==> src/rtl/ifid_stall_ctrl_pkg.sv <==
// Shared definitions for the IF/ID front-end sequencing controller:
// FSM state encoding, register-index width and parameter defaults.
package ifid_stall_ctrl_pkg;

  localparam int REG_W        = 5;
  localparam int MD_LAT_DEF   = 4;
  localparam int MISS_TMO_DEF = 255;

  localparam logic [1:0] ST_RUN    = 2'd0;
  localparam logic [1:0] ST_MISS   = 2'd1;
  localparam logic [1:0] ST_REPLAY = 2'd2;

  typedef struct packed {
    logic pc_write;
    logic ifid_write;
    logic ifid_flush;
    logic idex_bubble;
    logic refill_abort;
  } front_ctrl_t;

  localparam front_ctrl_t CTRL_RESET = '{pc_write: 1'b0, ifid_write: 1'b0,
                                         ifid_flush: 1'b1, idex_bubble: 1'b1,
                                         refill_abort: 1'b0};

endpackage

==> src/rtl/ifid_hazard_detect.sv <==
// Load-use hazard compare between the EX load destination and the ID sources.
// Purely combinational so the forwarding unit can reuse it.
module ifid_hazard_detect
  import ifid_stall_ctrl_pkg::*;
(
  input  logic             ex_mem_read,
  input  logic [REG_W-1:0] ex_rt,
  input  logic [REG_W-1:0] id_rs,
  input  logic [REG_W-1:0] id_rt,
  input  logic             id_uses_rt,
  output logic             load_use
);

  // r0 is hardwired zero, so a load targeting it never creates a dependency.
  assign load_use = ex_mem_read & (ex_rt != '0) &
                    ((ex_rt == id_rs) | (id_uses_rt & (ex_rt == id_rt)));

endmodule

==> src/rtl/ifid_stall_ctrl.sv <==
// IF/ID + PC sequencing controller: RUN/MISS/REPLAY FSM, mult/div stall and miss timeout.
// Optional stall cycle counter with perf_clr when STALL_PERF_EN is defined.
module ifid_stall_ctrl
  import ifid_stall_ctrl_pkg::*;
#(
  parameter int MD_LAT   = MD_LAT_DEF,
  parameter int MISS_TMO = MISS_TMO_DEF
) (
  input  logic             clk,
  input  logic             rstn,
  input  logic             icache_hit,
  input  logic             icache_ready,
  input  logic             ex_mem_read,
  input  logic [REG_W-1:0] ex_rt,
  input  logic [REG_W-1:0] id_rs,
  input  logic [REG_W-1:0] id_rt,
  input  logic             id_uses_rt,
  input  logic             branch_taken,
  input  logic             md_start,
  output logic             pc_write,
  output logic             ifid_write,
  output logic             ifid_flush,
  output logic             idex_bubble,
  output logic             refill_abort,
  output logic             miss_pending,
  output logic             timeout_err
`ifdef STALL_PERF_EN
  ,
  input  logic             perf_clr,
  output logic [31:0]      stall_cycles
`endif
);

  localparam logic [3:0]  MD_LOAD  = 4'(MD_LAT - 1);
  localparam logic [15:0] TMO_LAST = 16'(MISS_TMO - 1);

  logic [1:0]  state, state_nxt;
  logic [3:0]  md_cnt, md_nxt;
  logic [15:0] tmo_cnt, tmo_nxt;
  logic        tmo_hit;
  logic        load_use;
  front_ctrl_t ctrl;

  ifid_hazard_detect u_hazard (
    .ex_mem_read (ex_mem_read),
    .ex_rt       (ex_rt),
    .id_rs       (id_rs),
    .id_rt       (id_rt),
    .id_uses_rt  (id_uses_rt),
    .load_use    (load_use)
  );

  always_comb begin
    ctrl      = '0;
    state_nxt = state;
    md_nxt    = md_cnt;
    tmo_nxt   = tmo_cnt;
    tmo_hit   = 1'b0;
    case (state)
      ST_RUN: begin
        if (branch_taken) begin
          ctrl.pc_write    = 1'b1;
          ctrl.ifid_flush  = 1'b1;
          ctrl.idex_bubble = 1'b1;
          md_nxt           = '0;
        end else begin
          if (md_cnt != '0) begin
            ctrl.idex_bubble = 1'b1;
            md_nxt           = md_cnt - 4'd1;
          end else if (load_use) begin
            ctrl.idex_bubble = 1'b1;
          end else if (!icache_hit) begin
            // ID keeps its instruction flowing; only the fetch slot is emptied.
            ctrl.ifid_flush = 1'b1;
            state_nxt       = ST_MISS;
            tmo_nxt         = '0;
          end else begin
            ctrl.pc_write   = 1'b1;
            ctrl.ifid_write = 1'b1;
          end
          // md_start belongs to the EX instruction, so it stacks with any ID-side stall.
          if (md_start) md_nxt = MD_LOAD;
        end
      end
      ST_MISS: begin
        ctrl.ifid_flush = 1'b1;
        if (tmo_cnt != 16'hFFFF) tmo_nxt = tmo_cnt + 16'd1;
        if (tmo_cnt == TMO_LAST) tmo_hit = 1'b1;
        if (branch_taken) begin
          ctrl.pc_write     = 1'b1;
          ctrl.refill_abort = 1'b1;
          state_nxt         = ST_RUN;
        end else if (icache_ready) begin
          state_nxt = ST_REPLAY;
        end
      end
      ST_REPLAY: begin
        ctrl.ifid_flush = 1'b1;
        state_nxt       = ST_RUN;
        if (branch_taken) begin
          ctrl.pc_write    = 1'b1;
          ctrl.idex_bubble = 1'b1;
          md_nxt           = '0;
        end
      end
      default: begin
        ctrl      = CTRL_RESET;
        state_nxt = ST_RUN;
      end
    endcase
    // Reset overrides combinationally so the pipeline sees NOPs without waiting for a clock.
    if (!rstn) ctrl = CTRL_RESET;
  end

  assign pc_write     = ctrl.pc_write;
  assign ifid_write   = ctrl.ifid_write;
  assign ifid_flush   = ctrl.ifid_flush;
  assign idex_bubble  = ctrl.idex_bubble;
  assign refill_abort = ctrl.refill_abort;
  assign miss_pending = (state == ST_MISS) | (state == ST_REPLAY);

  always_ff @(posedge clk or negedge rstn) begin
    if (!rstn) begin
      state       <= ST_RUN;
      md_cnt      <= '0;
      tmo_cnt     <= '0;
      timeout_err <= 1'b0;
    end else begin
      state       <= state_nxt;
      md_cnt      <= md_nxt;
      tmo_cnt     <= tmo_nxt;
      timeout_err <= timeout_err | tmo_hit;
    end
  end

`ifdef STALL_PERF_EN
  always_ff @(posedge clk or negedge rstn) begin
    if (!rstn) begin
      stall_cycles <= '0;
    end else if (perf_clr) begin
      stall_cycles <= '0;
    end else if (!ctrl.pc_write && (stall_cycles != '1)) begin
      stall_cycles <= stall_cycles + 32'd1;
    end
  end
`endif

endmodule

==> config.mk <==
export PLATFORM = sky130hd
export DESIGN_NAME = ifid_stall_ctrl
export DESIGN_NICKNAME = d
export VERILOG_FILES = /design/src/rtl/ifid_stall_ctrl_pkg.sv /design/src/rtl/ifid_hazard_detect.sv /design/src/rtl/ifid_stall_ctrl.sv
export SDC_FILE = /design/constraint.sdc
export NUM_CORES = 1
export LEC_CHECK = 0
export ABC_AREA = 1
export CORE_ASPECT_RATIO = 1.75
export CORE_MARGIN = 8
export CORE_UTILIZATION = 50
export DETAILED_ROUTE_END_ITERATION = 7
export PLACE_DENSITY_LB_ADDON = 0.1
export RECOVER_POWER = 100
export SLEW_MARGIN = 30
export SYNTH_ARGS = -nofsm -noshare
export SYNTH_HDL_FRONTEND = slang
export SYNTH_SLANG_ARGS = --single-unit
==> constraint.sdc <==
create_clock -name clk -period 2.64 [get_ports clk]
set_clock_uncertainty 0.05 [all_clocks]
set_input_delay 0.528 -clock clk [delete_from_list [all_inputs] [get_ports clk]]
set_output_delay 0.528 -clock clk [all_outputs]
set_load 0.01 [all_outputs]
# --- After elaboration in Yosys (flattened, before gate mapping) ---
# Cells that the tools add are included.
word_totals:
  output_inout_bits: 7
  rom_bits: 0
  ram_bits: 0
  in_bits: 23
  memories: 0
  latch_bits: 0
  word_cells: 71
  register_bits: 23
op_classes:
  n_div: 0
  eq_ne: 14
  n_mux: 36
  shift: 0
  multipliers: 0
  n_addsub: 2
  bitwise_logic: 6
  n_reduce_logical: 9
  magnitude_cmp: 0
ops:
  columns: ["operator", "count"]
  rows:
  - ["$mux W16", 5]
  - ["$pmux W16 S2", 1]
  - ["$add A16 B1 Y16 const B", 1]
  - ["$eq A16 B8 Y1 const B", 1]
  - ["$mux W2", 8]
  - ["$mux W4", 4]
  - ["$ne A16 B16 Y1 const B", 1]
  - ["$ne A2 B2 Y1 const B", 6]
  - ["$mux W1", 11]
  - ["$eq A5 B5 Y1", 2]
  - ["$pmux W4 S2", 1]
  - ["$mux W3", 2]
  - ["$reduce_and A6 Y1", 1]
  - ["$mux W5", 1]
  - ["$reduce_and A5 Y1", 1]
  - ["$reduce_bool A5 Y1", 1]
  - ["$ne A4 B4 Y1 const B", 1]
  - ["$pmux W2 S2", 1]
  - ["$reduce_bool A2 Y1", 2]
  - ["$reduce_bool A4 Y1", 1]
  - ["$sub A4 B1 Y4 const B", 1]
  - ["$and A1 B1 Y1", 3]
  - ["$ne A3 B3 Y1 const B", 1]
  - ["$or A1 B1 Y1", 3]
  - ["other kinds (7)", 7]

# --- Logic depth before layout (Yosys ltp) ---
# Gate-level depths: netlist (run 1).
logic_depth:
  depth_word: 9
  mapped_depth: 12
  mapped_depth_nobuf: 11

# --- Cells and area by module ---
# Synthesis (run 1) repeated with hierarchy kept, for this count alone.
hier_totals:
  cells_unflattened: 283
  area_unflattened_um2: 1854.3
by_module_without_submodules:
  columns: ["module", "n_inst", "seq_area_each_um2", "area_each_um2", "cells_each"]
  rows:
  - ["ifid_stall_ctrl", 1, 575.6, 1647.8, 231]
  - ["ifid_hazard_detect", 1, 0.0, 206.4, 52]

# --- Worst setup path after synthesis (run 1) ---
# OpenSTA, ideal clock, no wires.
synth_path:
  path_kind: "input -> output"
  from: "input port ex_rt[2]"
  to: "output port pc_write"
  cell_stages: 7
  n_path_buf: 0
  required_ps: 2062
  arrival_time_ps: 1340
  setup_slack_ps: 722
  path_cell_list: "inv_1 nand4_1 o21ai_0 inv_1 nand2_1 nand3b_1 a21boi_0"
synth_between:
  elab_chain_cells: 9
  word_cells_on_any_way: 12
  classes_between: "2 x eq/ne; 5 x mux; 4 x bitwise; 1 x reduce/logical"
synth_rtl:
  columns: ["element", "line", "text"]
  rows:
  - ["start: declaration", "ifid_stall_ctrl.sv:14", "input logic [REG_W-1:0] ex_rt,"]
  - ["$eq A5 B5 Y1", "ifid_hazard_detect.sv:16", "((ex_rt == id_rs) | (id_uses_rt & (ex_rt == id_rt)));"]
  - ["$and A1 B1 Y1", "ifid_hazard_detect.sv:16", null]
  - ["$or A1 B1 Y1", "ifid_hazard_detect.sv:16", null]
  - ["$and A1 B1 Y1 *", "ifid_hazard_detect.sv:15", "assign load_use = ex_mem_read & (ex_rt != '0) &"]
  - ["$mux W3 *", "ifid_stall_ctrl.sv:70", "end else if (load_use) begin"]
  - ["$mux W3 *", "ifid_stall_ctrl.sv:67", "if (md_cnt != '0) begin"]
  - ["$mux W1 *", "ifid_stall_ctrl.sv:61", "if (branch_taken) begin"]
  - ["$pmux W1 S2 *", "ifid_stall_ctrl.sv:59", "case (state)"]
  - ["$mux W5 *", "ifid_stall_ctrl.sv:112", "if (!rstn) ctrl = CTRL_RESET;"]
  - ["end: declaration", "ifid_stall_ctrl.sv:20", "output logic pc_write,"]
# Every way passes the cells marked *; elsewhere a longest branch is shown, timed or not.

# --- Worst setup path in the final report (run 1) ---
layout_path:
  from: "input port id_rs[4]"
  to: "output port pc_write"
layout_between:
  elab_chain_cells: 8
layout_rtl:
  columns: ["element", "line", "text"]
  rows:
  - ["start: declaration", "ifid_stall_ctrl.sv:15", "input logic [REG_W-1:0] id_rs,"]
  - ["$eq A5 B5 Y1", "ifid_hazard_detect.sv:16", null]
  - ["$or A1 B1 Y1", "ifid_hazard_detect.sv:16", null]
  - ["$and A1 B1 Y1", "ifid_hazard_detect.sv:15", null]
  - ["$mux W3", "ifid_stall_ctrl.sv:70", null]
  - ["$mux W3", "ifid_stall_ctrl.sv:67", null]
  - ["$mux W1", "ifid_stall_ctrl.sv:61", null]
  - ["$pmux W1 S2", "ifid_stall_ctrl.sv:59", null]
  - ["$mux W5", "ifid_stall_ctrl.sv:112", null]
# No other way between the ends.

==> metrics.log, run 1 <==
INFO  metric result_of_the_run = finished clean
INFO  metric wl = 5.17 mm
INFO  metric detail_route.wl_per_cell = 12.9 microns
INFO  metric max_cap_viol_count = 0
INFO  metric synth_largest_type_area_fraction = 29.6%
INFO  metric post-route-min-period = 2520 ps
INFO  metric power.leakage = 1.20 nW
INFO  metric instances_no_fill = 400
INFO  metric wire_length_of_the_first_global_routing_pass = 8.97 mm
INFO  metric cts_hold_repair.buffers = 0
INFO  metric number_of_iterations_in_the_first_detailed_routing_pass = 4
INFO  metric post_cts_buffers = 0
INFO  metric diodes = 0
INFO  metric ys_warn_count = 0
INFO  metric num_rows = 30
INFO  metric finalPower = 1.43 mW
INFO  metric final-setup-viol-count = 0
INFO  metric critical_path_arrival = 1950 ps
INFO  metric critPathMaxStageDelay = 490 ps
INFO  metric tritoncts_num_sinks = 23
INFO  metric design.die.area = 6220 sq um
INFO  metric place.port_buffers = 29
INFO  metric yosys.cell_types.count = 32
INFO  metric ys_async_sr_fraction = 100%
INFO  metric clkLatencyLatePin = 270 ps
INFO  metric count_of_flip_flops_with_a_built_in_enable_after_synthesis = 0
INFO  metric critPathCaptureType = primary output
INFO  metric die_x = 63.1 microns
INFO  metric tightest_slew = 1300 ps
INFO  metric fin_tns_setup = 0 ps
INFO  metric pin_count_of_the_biggest_net_entering_global_routing = 24
INFO  metric netlist_top_cells_area = sky130_fd_sc_hd__dfrtp_1, sky130_fd_sc_hd__nand2_1, sky130_fd_sc_hd__nor2_1, sky130_fd_sc_hd__nand4_1, sky130_fd_sc_hd__inv_1
INFO  metric via_count_of_the_first_global_routing_pass = 2120
INFO  metric hold_path.class = reg2reg
INFO  metric path_max_fanout = 3
INFO  metric timing.setup.critical_path_class = in2out
INFO  metric post_synthesis_register_bit_count = 23
INFO  metric post-place-cells = 396
INFO  metric pre_cts_slack = -308 ps
INFO  metric grt.overflow.total = 0
INFO  metric clock_tree_from_tritoncts = yes
INFO  metric ctsLongestPathBuffers = 2
INFO  metric synthFlopType = sky130_fd_sc_hd__dfrtp_1
INFO  metric vias_per_cell = 5.20
INFO  metric cellPowerDensity = 603 nW/um^2
INFO  metric post_synth_most_frequent_cells = sky130_fd_sc_hd__nand2_1, sky130_fd_sc_hd__nor2_1, sky130_fd_sc_hd__inv_1
INFO  metric synth_top_area_cell = sky130_fd_sc_hd__dfrtp_1
INFO  metric standard_cell_core_area = 3790 sq um
INFO  metric synthCells = 313
INFO  metric syn2layout_area_growth = 22.1%
INFO  metric htreeDepth = 1
INFO  metric layout.core_utilization = 62.6%
INFO  metric grt_antenna_before_repair = 0
INFO  metric dp_hpwl = 3.98 mm
INFO  metric cts_root_buf = sky130_fd_sc_hd__clkbuf_8
INFO  metric route.detailed.drc = 0
INFO  metric final-hold-violation-count = 0
INFO  metric route.vias.total = 2081
INFO  metric synth.avg_cell_area = 6.21 sq um
INFO  metric total_grt_usage = 17.4%
INFO  metric post_synth_instance_area = 1940 sq um
INFO  metric initialDrtViolationCount = 84
INFO  metric hold_slack = 435 ps
INFO  metric clk_transition_reported_paths = 80 ps
INFO  metric final_layout_size_suffix_gt1_share = 9.38%
INFO  metric numCtsBuffers = 3
INFO  metric standard_cell_with_the_maximum_stage_delay_on_the_critical_path = sky130_fd_sc_hd__clkdlybuf4s50_1
INFO  metric timing.final.crit_share = 95.6%
INFO  metric drt.antenna.violating_nets = 0
INFO  metric worst_slack_setup_final = 115 ps
INFO  metric ios = 30
INFO  metric timing_max_transition_violations_final = 0
INFO  metric die_h = 98.5 microns
INFO  metric final_area = 2370 sq um
INFO  metric initial_core_util = 51.3%
INFO  metric relSlewSlack = 13.4%
INFO  metric gpl.final_weighted_congestion = 0.943
INFO  metric max_clock_freq = 396 MHz
INFO  metric ir_drop = 542 uV
INFO  metric proportion_of_synthesized_chip_area_in_sequential_cells = 29.6%
INFO  metric worstPathRequired = 2060 ps
INFO  metric top_count_cell_post_synth = sky130_fd_sc_hd__nand2_1
INFO  metric dpl_cell_area = 2350 sq um
INFO  metric syn_nets = 344
INFO  metric cp-start-kind = input pin
INFO  metric cp_cell_sequence = clkdlybuf4s50_1, inv_1, nand2_1, nand2_1, nor2_1, nand3_1, nand2_2, nand2_2, nand3b_1, a21boi_1, clkdlybuf4s15_2
INFO  metric final_net_count = 384
==> logic make-up (layout without fill, tap and decap cells) <==
group                    after synthesis  count (layout)  share of synthesized area (%)
AO/OA/AOI/OAI                         15              15                           4.83
XOR/XNOR                               6               6                           2.70
adder cells (fa/ha/maj)                8               8                           5.15
buffers and inverters                 48              87                           9.85
flip-flops                            23              23                           29.6
AND/OR/NAND/NOR                      213             213                           47.9
==> repair_timing <==
item / 4_1_cts / 5_1_grt
gates resized for setup: 12 / 10
endpoints found under the setup margin: 4 / 4
cloned: 0 / 0
==> sequential cells by signal, indices dropped and copies added, names as in the netlist <==
name,cells
md_cnt,4
state,2
timeout_err,1
tmo_cnt,16
==> path summary, 6_finish.rpt <==
kind	startpoint	end	slack [ps]	cells after the start
worst max-delay path	id_rs[4]	pc_write	120	11
worst min-delay path	timeout_err	timeout_err	430	1
worst max register to register	md_cnt[0]	tmo_cnt[7]	310	7
worst min register to register	timeout_err	timeout_err	430	1
max in group asynchronous	rstn	tmo_cnt[4]	780	2
min in group asynchronous	rstn	tmo_cnt[0]	1000	2
==> final cells by class <==
type,count,area (sq um)
timing repair buffer,42,364
inverter,41,154
tap,48,60.1
multi-input combinational,242,1170
clock buffer,3,41.3
clock inverter,1,5.00
sequential,23,576
fill,394,1420
==> where the power goes <==
part | switching (mW) | internal, mW
combinational | 0.502 | 0.251
sequential | 0.0466 | 0.401
clock | 0.127 | 0.106
==> layout by cell type, fill, tap and decap left out, drive strengths merged <==
master         instances
a21boi                 1
a21oi                  3
a31o                   1
a31oi                  1
buf                   11
clkbuf                 8
clkdlybuf4s15          1
clkdlybuf4s50         17
clkinv                 1
dfrtp                 23
dlygate4sd2            4
dlygate4sd3            2
dlymetal6s2s           2
ha                     8
inv                   41
nand2                121
nand3                 12
nand3b                 1
nand4                 25
nor2                  46
nor3                   5
nor3b                  1
nor4                   1
o21ai                  6
o21bai                 1
o31ai                  2
or2                    1
xnor2                  3
xor2                   3
==> critical path: cells and delay by family <==
| family | cells | cell delay, ps |
|---|---|---|
| AO/OA/AOI/OAI | 1 | 80 |
| buffers and inverters | 3 | 770 |
| AND/OR/NAND/NOR | 7 | 570 |
==> per-layer routing <==
| metal | wire [microns] | track usage [%] | share of wire, % |
|---|---|---|---|
| met1 | 2070 | 18.0 | 40 |
| met2 | 2840 | 32.5 | 55 |
| met3 | 123 | 1.82 | 2.4 |
| met4 | 134 | 9.54 | 2.6 |
| met5 | 0 | 0 | 0 |
Note: power is estimated with default switching activity, not from simulation.
==> inputs of run 2 (changes only) <==
RECOVER_POWER = 50   (was 100)
==> run 2 against run 1 <==
  * Global-route usage unchanged
  * Sequential power is essentially flat
  * Hold slack better by 6.5 ps
  * Sequential share of layout area decreased by 0.14 points
  * Flip-flop and latch count unchanged
  * Worst setup slack improved by 4.7 ps
  * Count of clock-buffer cells in the layout unchanged
  * Via count fell by 0.77%
  * Clock power barely moved
  * Wire length down 0.12%
  * Critical path depth did not move
  * Cell count unchanged
  * Critical path type unchanged
  * Critical endpoint unchanged
  * Largest cell class unchanged
==> metrics.log, run 2 (synthesis gave the netlist of run 1 again) <==
INFO  metric result_of_the_run = finished clean (unchanged)
INFO  metric initial_core_util = 51.3% (unchanged)
INFO  metric hold_slack = 441 ps (was 435 ps)
INFO  metric numCtsBuffers = 3 (unchanged)
INFO  metric max_clock_freq = 397 MHz (was 396 MHz)
INFO  metric timing.setup.critical_path_class = in2out (unchanged)
INFO  metric detail_route.wl_per_cell = 12.9 microns (about the same)
INFO  metric power.leakage = 1.21 nW (was 1.20 nW)
INFO  metric cp_top_family = buffers and inverters (unchanged)
INFO  metric ios = 30 (unchanged)
INFO  metric critical_path_arrival = 1940 ps (was 1950 ps)
INFO  metric power_frac_clock = 16.0% (was 16.2%)
INFO  metric mostFrequentLayoutCells = sky130_fd_sc_hd__nand2_1, sky130_fd_sc_hd__nor2_1, sky130_fd_sc_hd__inv_1, sky130_fd_sc_hd__nand4_1, sky130_fd_sc_hd__dfrtp_1 (unchanged)
INFO  metric post-route-min-period = 2520 ps (about the same)
INFO  metric post_cts_buffers = 0 (unchanged)
INFO  metric max_flop_register = tmo_cnt (unchanged)
INFO  metric cts_resized = 12 (unchanged)
INFO  metric relSlewSlack = 14.2% (was 13.4%)
INFO  metric cp-start-kind = input pin (unchanged)
INFO  metric pre_cts_slack = -308 ps (unchanged)
INFO  metric timing.final.crit_share = 95.5% (was 95.6%)
INFO  metric sequentialPowerShare = 30.7% (was 31.2%)
INFO  metric final-hold-violation-count = 0 (unchanged)
INFO  metric place.port_buffers = 29 (unchanged)
INFO  metric standard_cell_core_area = 3790 sq um (unchanged)
INFO  metric die_h = 98.5 microns (unchanged)
INFO  metric switching_power = 686 uW (was 676 uW)
INFO  metric cts_hold_repair.buffers = 0 (unchanged)
INFO  metric route.vias.total = 2065 (was 2081)
INFO  metric biggestRegsByFlops = tmo_cnt x16, md_cnt x4, state x2 (unchanged)
INFO  metric grt.overflow.total = 0 (unchanged)
INFO  metric tritoncts_num_sinks = 23 (unchanged)
INFO  metric internal_power = 769 uW (was 757 uW)
INFO  metric ctsLongestPathBuffers = 2 (unchanged)
INFO  metric finalPower = 1.45 mW (was 1.43 mW)
INFO  metric cellPowerDensity = 609 nW/um^2 (was 603 nW/um^2)
INFO  metric max_cap_viol_count = 0 (unchanged)
INFO  metric nFillCells = 391 (was 394)
INFO  metric wire_length_of_the_first_global_routing_pass = 8.97 mm (unchanged)
INFO  metric worstPathRequired = 2060 ps (about the same)
INFO  metric vias_per_cell = 5.16 (was 5.20)
INFO  metric critPathCaptureType = primary output (unchanged)
INFO  metric dpl_cell_area = 2350 sq um (unchanged)
INFO  metric largest_register_ff_count = 16 (unchanged)
INFO  metric clk_transition_reported_paths = 80 ps (about the same)
INFO  metric htreeDepth = 1 (unchanged)
INFO  metric clkLatencyLatePin = 280 ps (was 270 ps)
INFO  metric path_max_fanout = 3 (unchanged)
INFO  metric ir_drop = 539 uV (was 542 uV)
INFO  metric cts_root_buf = sky130_fd_sc_hd__clkbuf_8 (unchanged)
INFO  metric final_net_count = 384 (unchanged)
INFO  metric timing_max_transition_violations_final = 0 (unchanged)
INFO  metric final-setup-viol-count = 0 (unchanged)
INFO  metric pwr-share-comb = 53.2% (was 52.6%)
INFO  metric worst_slack_setup_final = 120 ps (was 115 ps)
INFO  metric tightest_slew = 1290 ps (was 1300 ps)
INFO  metric mostFrequentLayoutCell = sky130_fd_sc_hd__nand2_1 (unchanged)
INFO  metric grt_antenna_before_repair = 0 (unchanged)
INFO  metric diodes = 0 (unchanged)
INFO  metric syn2layout_area_growth = 22.8% (was 22.1%)
INFO  metric via_count_of_the_first_global_routing_pass = 2120 (unchanged)
INFO  metric drt.antenna.violating_nets = 0 (unchanged)
INFO  metric power.share.switching = 47.1% (was 47.2%)
INFO  metric dp_hpwl = 3.98 mm (unchanged)
INFO  metric standard_cell_with_the_maximum_stage_delay_on_the_critical_path = sky130_fd_sc_hd__clkdlybuf4s50_1 (unchanged)
INFO  metric wl = 5.16 mm (was 5.17 mm)
INFO  metric design.die.area = 6220 sq um (unchanged)
INFO  metric route.detailed.drc = 0 (unchanged)
INFO  metric final_layout_size_suffix_gt1_share = 10.2% (was 9.38%)
INFO  metric hold_path.class = reg2reg (unchanged)
INFO  metric num_rows = 30 (unchanged)
INFO  metric initialDrtViolationCount = 88 (was 84)
INFO  metric pin_count_of_the_biggest_net_entering_global_routing = 24 (unchanged)
INFO  metric final_area = 2390 sq um (was 2370 sq um)
INFO  metric cp_cell_sequence = clkdlybuf4s50_1, inv_1, nand2_1, nand2_1, nor2_1, nand3_1, nand2_2, nand2_2, nand3b_1, a21boi_1, clkdlybuf4s15_2 (unchanged)
INFO  metric clock_tree_from_tritoncts = yes (unchanged)
INFO  metric gpl.final_weighted_congestion = 0.943 (unchanged)
INFO  metric number_of_iterations_in_the_first_detailed_routing_pass = 4 (unchanged)
INFO  metric die_x = 63.1 microns (unchanged)
INFO  metric total_grt_usage = 17.4% (unchanged)
INFO  metric critPathMaxStageDelay = 490 ps (about the same)
INFO  metric cp.buffers_inverters = 3 (unchanged)
==> run 2: cell types whose count changed in the layout (fill, tap and decap cells not counted), sizes merged <==
| cell | change |
|---|---|
| clkdlybuf4s50 | +2 |
| buf | +1 |
| dlygate4sd3 | -2 |
| clkbuf | -1 |
==> run 2: power groups by stage <==
stage / clock network [mW] / registers [mW] / logic [mW]
6_report: 0.233 / 0.447 / 0.775
5_1_grt: 0.246 / 0.454 / 0.875
4_1_cts: 0.238 / 0.447 / 0.775
3_5_place_dp: 0 / 0.452 / 0.783
3_3_place_gp: 0 / 0.452 / 0.767
2_1_floorplan: 0 / 0.442 / 0.540
==> run 2: through the flow <==
stage	utilization [%]	instances	setup TNS [ps]
final	63.0	400	0
after global routing	63.0	400	-16.5
after CTS	63.2	400	0
after detailed placement	62.1	396	-1050
after global placement	62.1	396	-995
after floorplan	-	313	0
==> run 2: cell type report <==
class,count,area (sq um),share of cell area [%]
Clock buffer,3,41.3,1.73
Multi-Input combinational cell,242,1180,49.5
Clock inverter,1,5.00,0.210
Sequential cell,23,576,24.1
Inverter,41,154,6.44
Tap cell,48,60.1,2.51
Timing Repair Buffer,42,370,15.5
==> run 2: final timing paths <==
kind	startpoint	end	slack, ps	cells after the start
worst max register to register	md_cnt[0]	tmo_cnt[14]	460	7
max in group asynchronous	rstn	tmo_cnt[10]	790	2
worst max-delay path	id_rs[4]	pc_write	120	11
worst min-delay path	timeout_err	timeout_err	440	1
worst min register to register	timeout_err	timeout_err	440	1
min in group asynchronous	rstn	tmo_cnt[0]	990	2
==> run 2: metal layers <==
| metal | vias up | share of wire [%] | track usage, % |
|---|---|---|---|
| li1 | 1067 | - | - |
| met1 | 945 | 40 | 18.0 |
| met2 | 40 | 55 | 32.5 |
| met3 | 13 | 2.0 | 1.82 |
| met4 | 0 | 2.6 | 9.54 |
| met5 | - | 0 | 0 |
==> inputs of run 3 (changes only) <==
SETUP_SLACK_MARGIN = 0.2   (was unset)
==> run 3 against run 2 <==
  * Die area is the same
  * Fmax grew 7.9%
  * Power grew 2.9%
  * Critical path depth shrank 3
  * Worst setup slack gained 190 ps
  * Register-to-register slack gained 40 ps
  * Flip-flop and latch count is the same
  * Global-route usage grew 0.35 points
  * Via count grew 3.1%
  * Non-clock buffer count grew 5
  * Utilization grew 2.2 points
  * Wire length grew 4.0%
==> metrics.log, run 3 (synthesis gave the netlist of run 1 again) <==
INFO  metric result_of_the_run = finished clean (unchanged)
INFO  metric fin_tns_setup = 0 ps (unchanged)
INFO  metric biggestRegsByFlops = tmo_cnt x16, md_cnt x4, state x2 (unchanged)
INFO  metric pin_count_of_the_biggest_net_entering_global_routing = 24 (unchanged)
INFO  metric design.die.area = 6220 sq um (unchanged)
INFO  metric diodes = 0 (unchanged)
INFO  metric clk_transition_reported_paths = 90 ps (was 80 ps)
INFO  metric via_count_of_the_first_global_routing_pass = 2158 (was 2120)
INFO  metric vias_per_cell = 5.24 (was 5.16)
INFO  metric tritoncts_num_sinks = 23 (unchanged)
INFO  metric numCtsBuffers = 3 (unchanged)
INFO  metric critical_path_arrival = 1760 ps (was 1940 ps)
INFO  metric cellPowerDensity = 605 nW/um^2 (was 609 nW/um^2)
INFO  metric grt_antenna_before_repair = 0 (unchanged)
INFO  metric cp_top_family = buffers and inverters (unchanged)
INFO  metric final-setup-viol-count = 0 (unchanged)
INFO  metric cp.buffers_inverters = 2 (was 3)
INFO  metric place.port_buffers = 29 (unchanged)
INFO  metric cp-start-kind = input pin (unchanged)
INFO  metric die_x = 63.1 microns (unchanged)
INFO  metric standard_cell_with_the_maximum_stage_delay_on_the_critical_path = sky130_fd_sc_hd__clkdlybuf4s50_1 (unchanged)
INFO  metric wire_length_of_the_first_global_routing_pass = 9.14 mm (was 8.97 mm)
INFO  metric multi_input_area = 1220 sq um (was 1180 sq um)
INFO  metric hold_slack = 442 ps (was 441 ps)
INFO  metric grt.overflow.total = 0 (unchanged)
INFO  metric final_layout_size_suffix_gt1_share = 13.4% (was 10.2%)
INFO  metric tightest_slew = 1280 ps (was 1290 ps)
INFO  metric clkLatencyLatePin = 270 ps (was 280 ps)
INFO  metric wl = 5.37 mm (was 5.16 mm)
INFO  metric final_area = 2470 sq um (was 2390 sq um)
INFO  metric relSlewSlack = 14.4% (was 14.2%)
INFO  metric dpl_cell_area = 2350 sq um (unchanged)
INFO  metric timing.setup.critical_path_class = in2out (unchanged)
INFO  metric pre_cts_slack = -308 ps (unchanged)
INFO  metric total_grt_usage = 17.7% (was 17.4%)
INFO  metric final-hold-violation-count = 0 (unchanged)
INFO  metric die_h = 98.5 microns (unchanged)
INFO  metric cp_cell_sequence = clkdlybuf4s50_1, xnor2_1, nand3_2, nand2_2, nand2_2, nand3b_1, nor3_2, buf_2 (was clkdlybuf4s50_1, inv_1, nand2_1, nand2_1, nor2_1, nand3_1, nand2_2, nand2_2, nand3b_1, a21boi_1, clkdlybuf4s15_2)
INFO  metric initial_core_util = 51.3% (unchanged)
INFO  metric route.vias.total = 2129 (was 2065)
INFO  metric worst_slack_setup_final = 305 ps (was 120 ps)
INFO  metric worstPathRequired = 2060 ps (about the same)
INFO  metric drt.antenna.violating_nets = 0 (unchanged)
INFO  metric number_of_iterations_in_the_first_detailed_routing_pass = 4 (unchanged)
INFO  metric timing_max_transition_violations_final = 0 (unchanged)
INFO  metric num_rows = 30 (unchanged)
INFO  metric max_clock_freq = 428 MHz (was 397 MHz)
INFO  metric largest_register_ff_count = 16 (unchanged)
INFO  metric route.detailed.drc = 0 (unchanged)
INFO  metric post-route-min-period = 2330 ps (was 2520 ps)
INFO  metric nFillCells = 374 (was 391)
INFO  metric max_flop_register = tmo_cnt (unchanged)
INFO  metric critPathCaptureType = primary output (unchanged)
INFO  metric path_common_cell = sky130_fd_sc_hd__nand2_2
INFO  metric standard_cell_core_area = 3790 sq um (unchanged)
INFO  metric critPathMaxStageDelay = 440 ps (was 490 ps)
INFO  metric gpl.final_weighted_congestion = 0.943 (unchanged)
INFO  metric grt_setup_unrepaired = false
INFO  metric layout.core_utilization = 65.2% (was 63.0%)
INFO  metric power.leakage = 1.29 nW (was 1.21 nW)
INFO  metric mostFrequentLayoutCell = sky130_fd_sc_hd__nand2_1 (unchanged)
INFO  metric ios = 30 (unchanged)
INFO  metric hold_path.class = reg2reg (unchanged)
INFO  metric dp_hpwl = 3.98 mm (unchanged)
INFO  metric layout.area.seq = 576 sq um (unchanged)
INFO  metric initialDrtViolationCount = 82 (was 88)
INFO  metric cts_root_buf = sky130_fd_sc_hd__clkbuf_8 (unchanged)
INFO  metric max_cap_viol_count = 0 (unchanged)
INFO  metric path_max_fanout = 3 (unchanged)
INFO  metric timing.final.crit_share = 88.4% (was 95.5%)
INFO  metric mostFrequentLayoutCells = sky130_fd_sc_hd__nand2_1, sky130_fd_sc_hd__nor2_1, sky130_fd_sc_hd__inv_1, sky130_fd_sc_hd__nand4_1, sky130_fd_sc_hd__dfrtp_1 (unchanged)
INFO  metric clock_tree_from_tritoncts = yes (unchanged)
INFO  metric final_net_count = 390 (was 384)
INFO  metric syn2layout_area_growth = 27.2% (was 22.8%)
INFO  metric htreeDepth = 1 (unchanged)
INFO  metric ir_drop = 587 uV (was 539 uV)
INFO  metric detail_route.wl_per_cell = 13.2 microns (was 12.9 microns)
INFO  metric ctsLongestPathBuffers = 2 (unchanged)
-- run 3: path summary, 6_finish.rpt --
| kind | from | endpoint | slack [ps] | depth (start not counted) |
|---|---|---|---|---|
| setup / recovery | id_rs[2] | ifid_write | 310 | 8 |
| hold / removal | timeout_err | timeout_err | 440 | 1 |
| setup reg to reg | md_cnt[0] | tmo_cnt[3] | 500 | 7 |
| hold reg to reg | timeout_err | timeout_err | 440 | 1 |
| max in group asynchronous | rstn | tmo_cnt[10] | 720 | 2 |
| min in group asynchronous | rstn | tmo_cnt[0] | 1070 | 2 |
-- run 3: layer usage --
metal | GRT usage [%] | wire [microns]
met1 | 18.5 | 2120
met2 | 32.8 | 2970
met3 | 1.82 | 125
met4 | 10.2 | 154
met5 | 0 | 0
-- run 3: layout make-up --
cell class | instances | share of cell area [%]
well taps | 48 | 2.43
multi-input cells | 243 | 49.5
flip-flops and latches | 23 | 23.3
clock inverters | 1 | 0.202
clock buffers | 3 | 1.67
repair buffers | 47 | 16.6
inverters | 41 | 6.22
-- run 3: what timing repair did --
| action | in CTS | in global routing |
|---|---|---|
| setup buffers | 5 | 0 |
| pin swaps | 5 | 11 |
| gates cloned | 0 | 1 |
| hold buffers | 0 | 0 |
| setup endpoints to repair | 5 | 21 |
| resized for setup | 26 | 17 |
-- run 3: stage by stage --
| stage | instances | power (mW) |
|---|---|---|
| floorplan | 313 | 0.982 |
| global placement | 396 | 1.22 |
| detailed placement | 396 | 1.24 |
| CTS | 405 | 1.46 |
| global route | 406 | 1.63 |
| finish | 406 | 1.50 |
-- run 3: where the power goes --
| group | switching, mW | internal [mW] | leakage [nW] |
|---|---|---|---|
| combinational | 0.540 | 0.275 | 0.947 |
| sequential | 0.0477 | 0.401 | 0.314 |
| clock | 0.127 | 0.106 | 0.0255 |
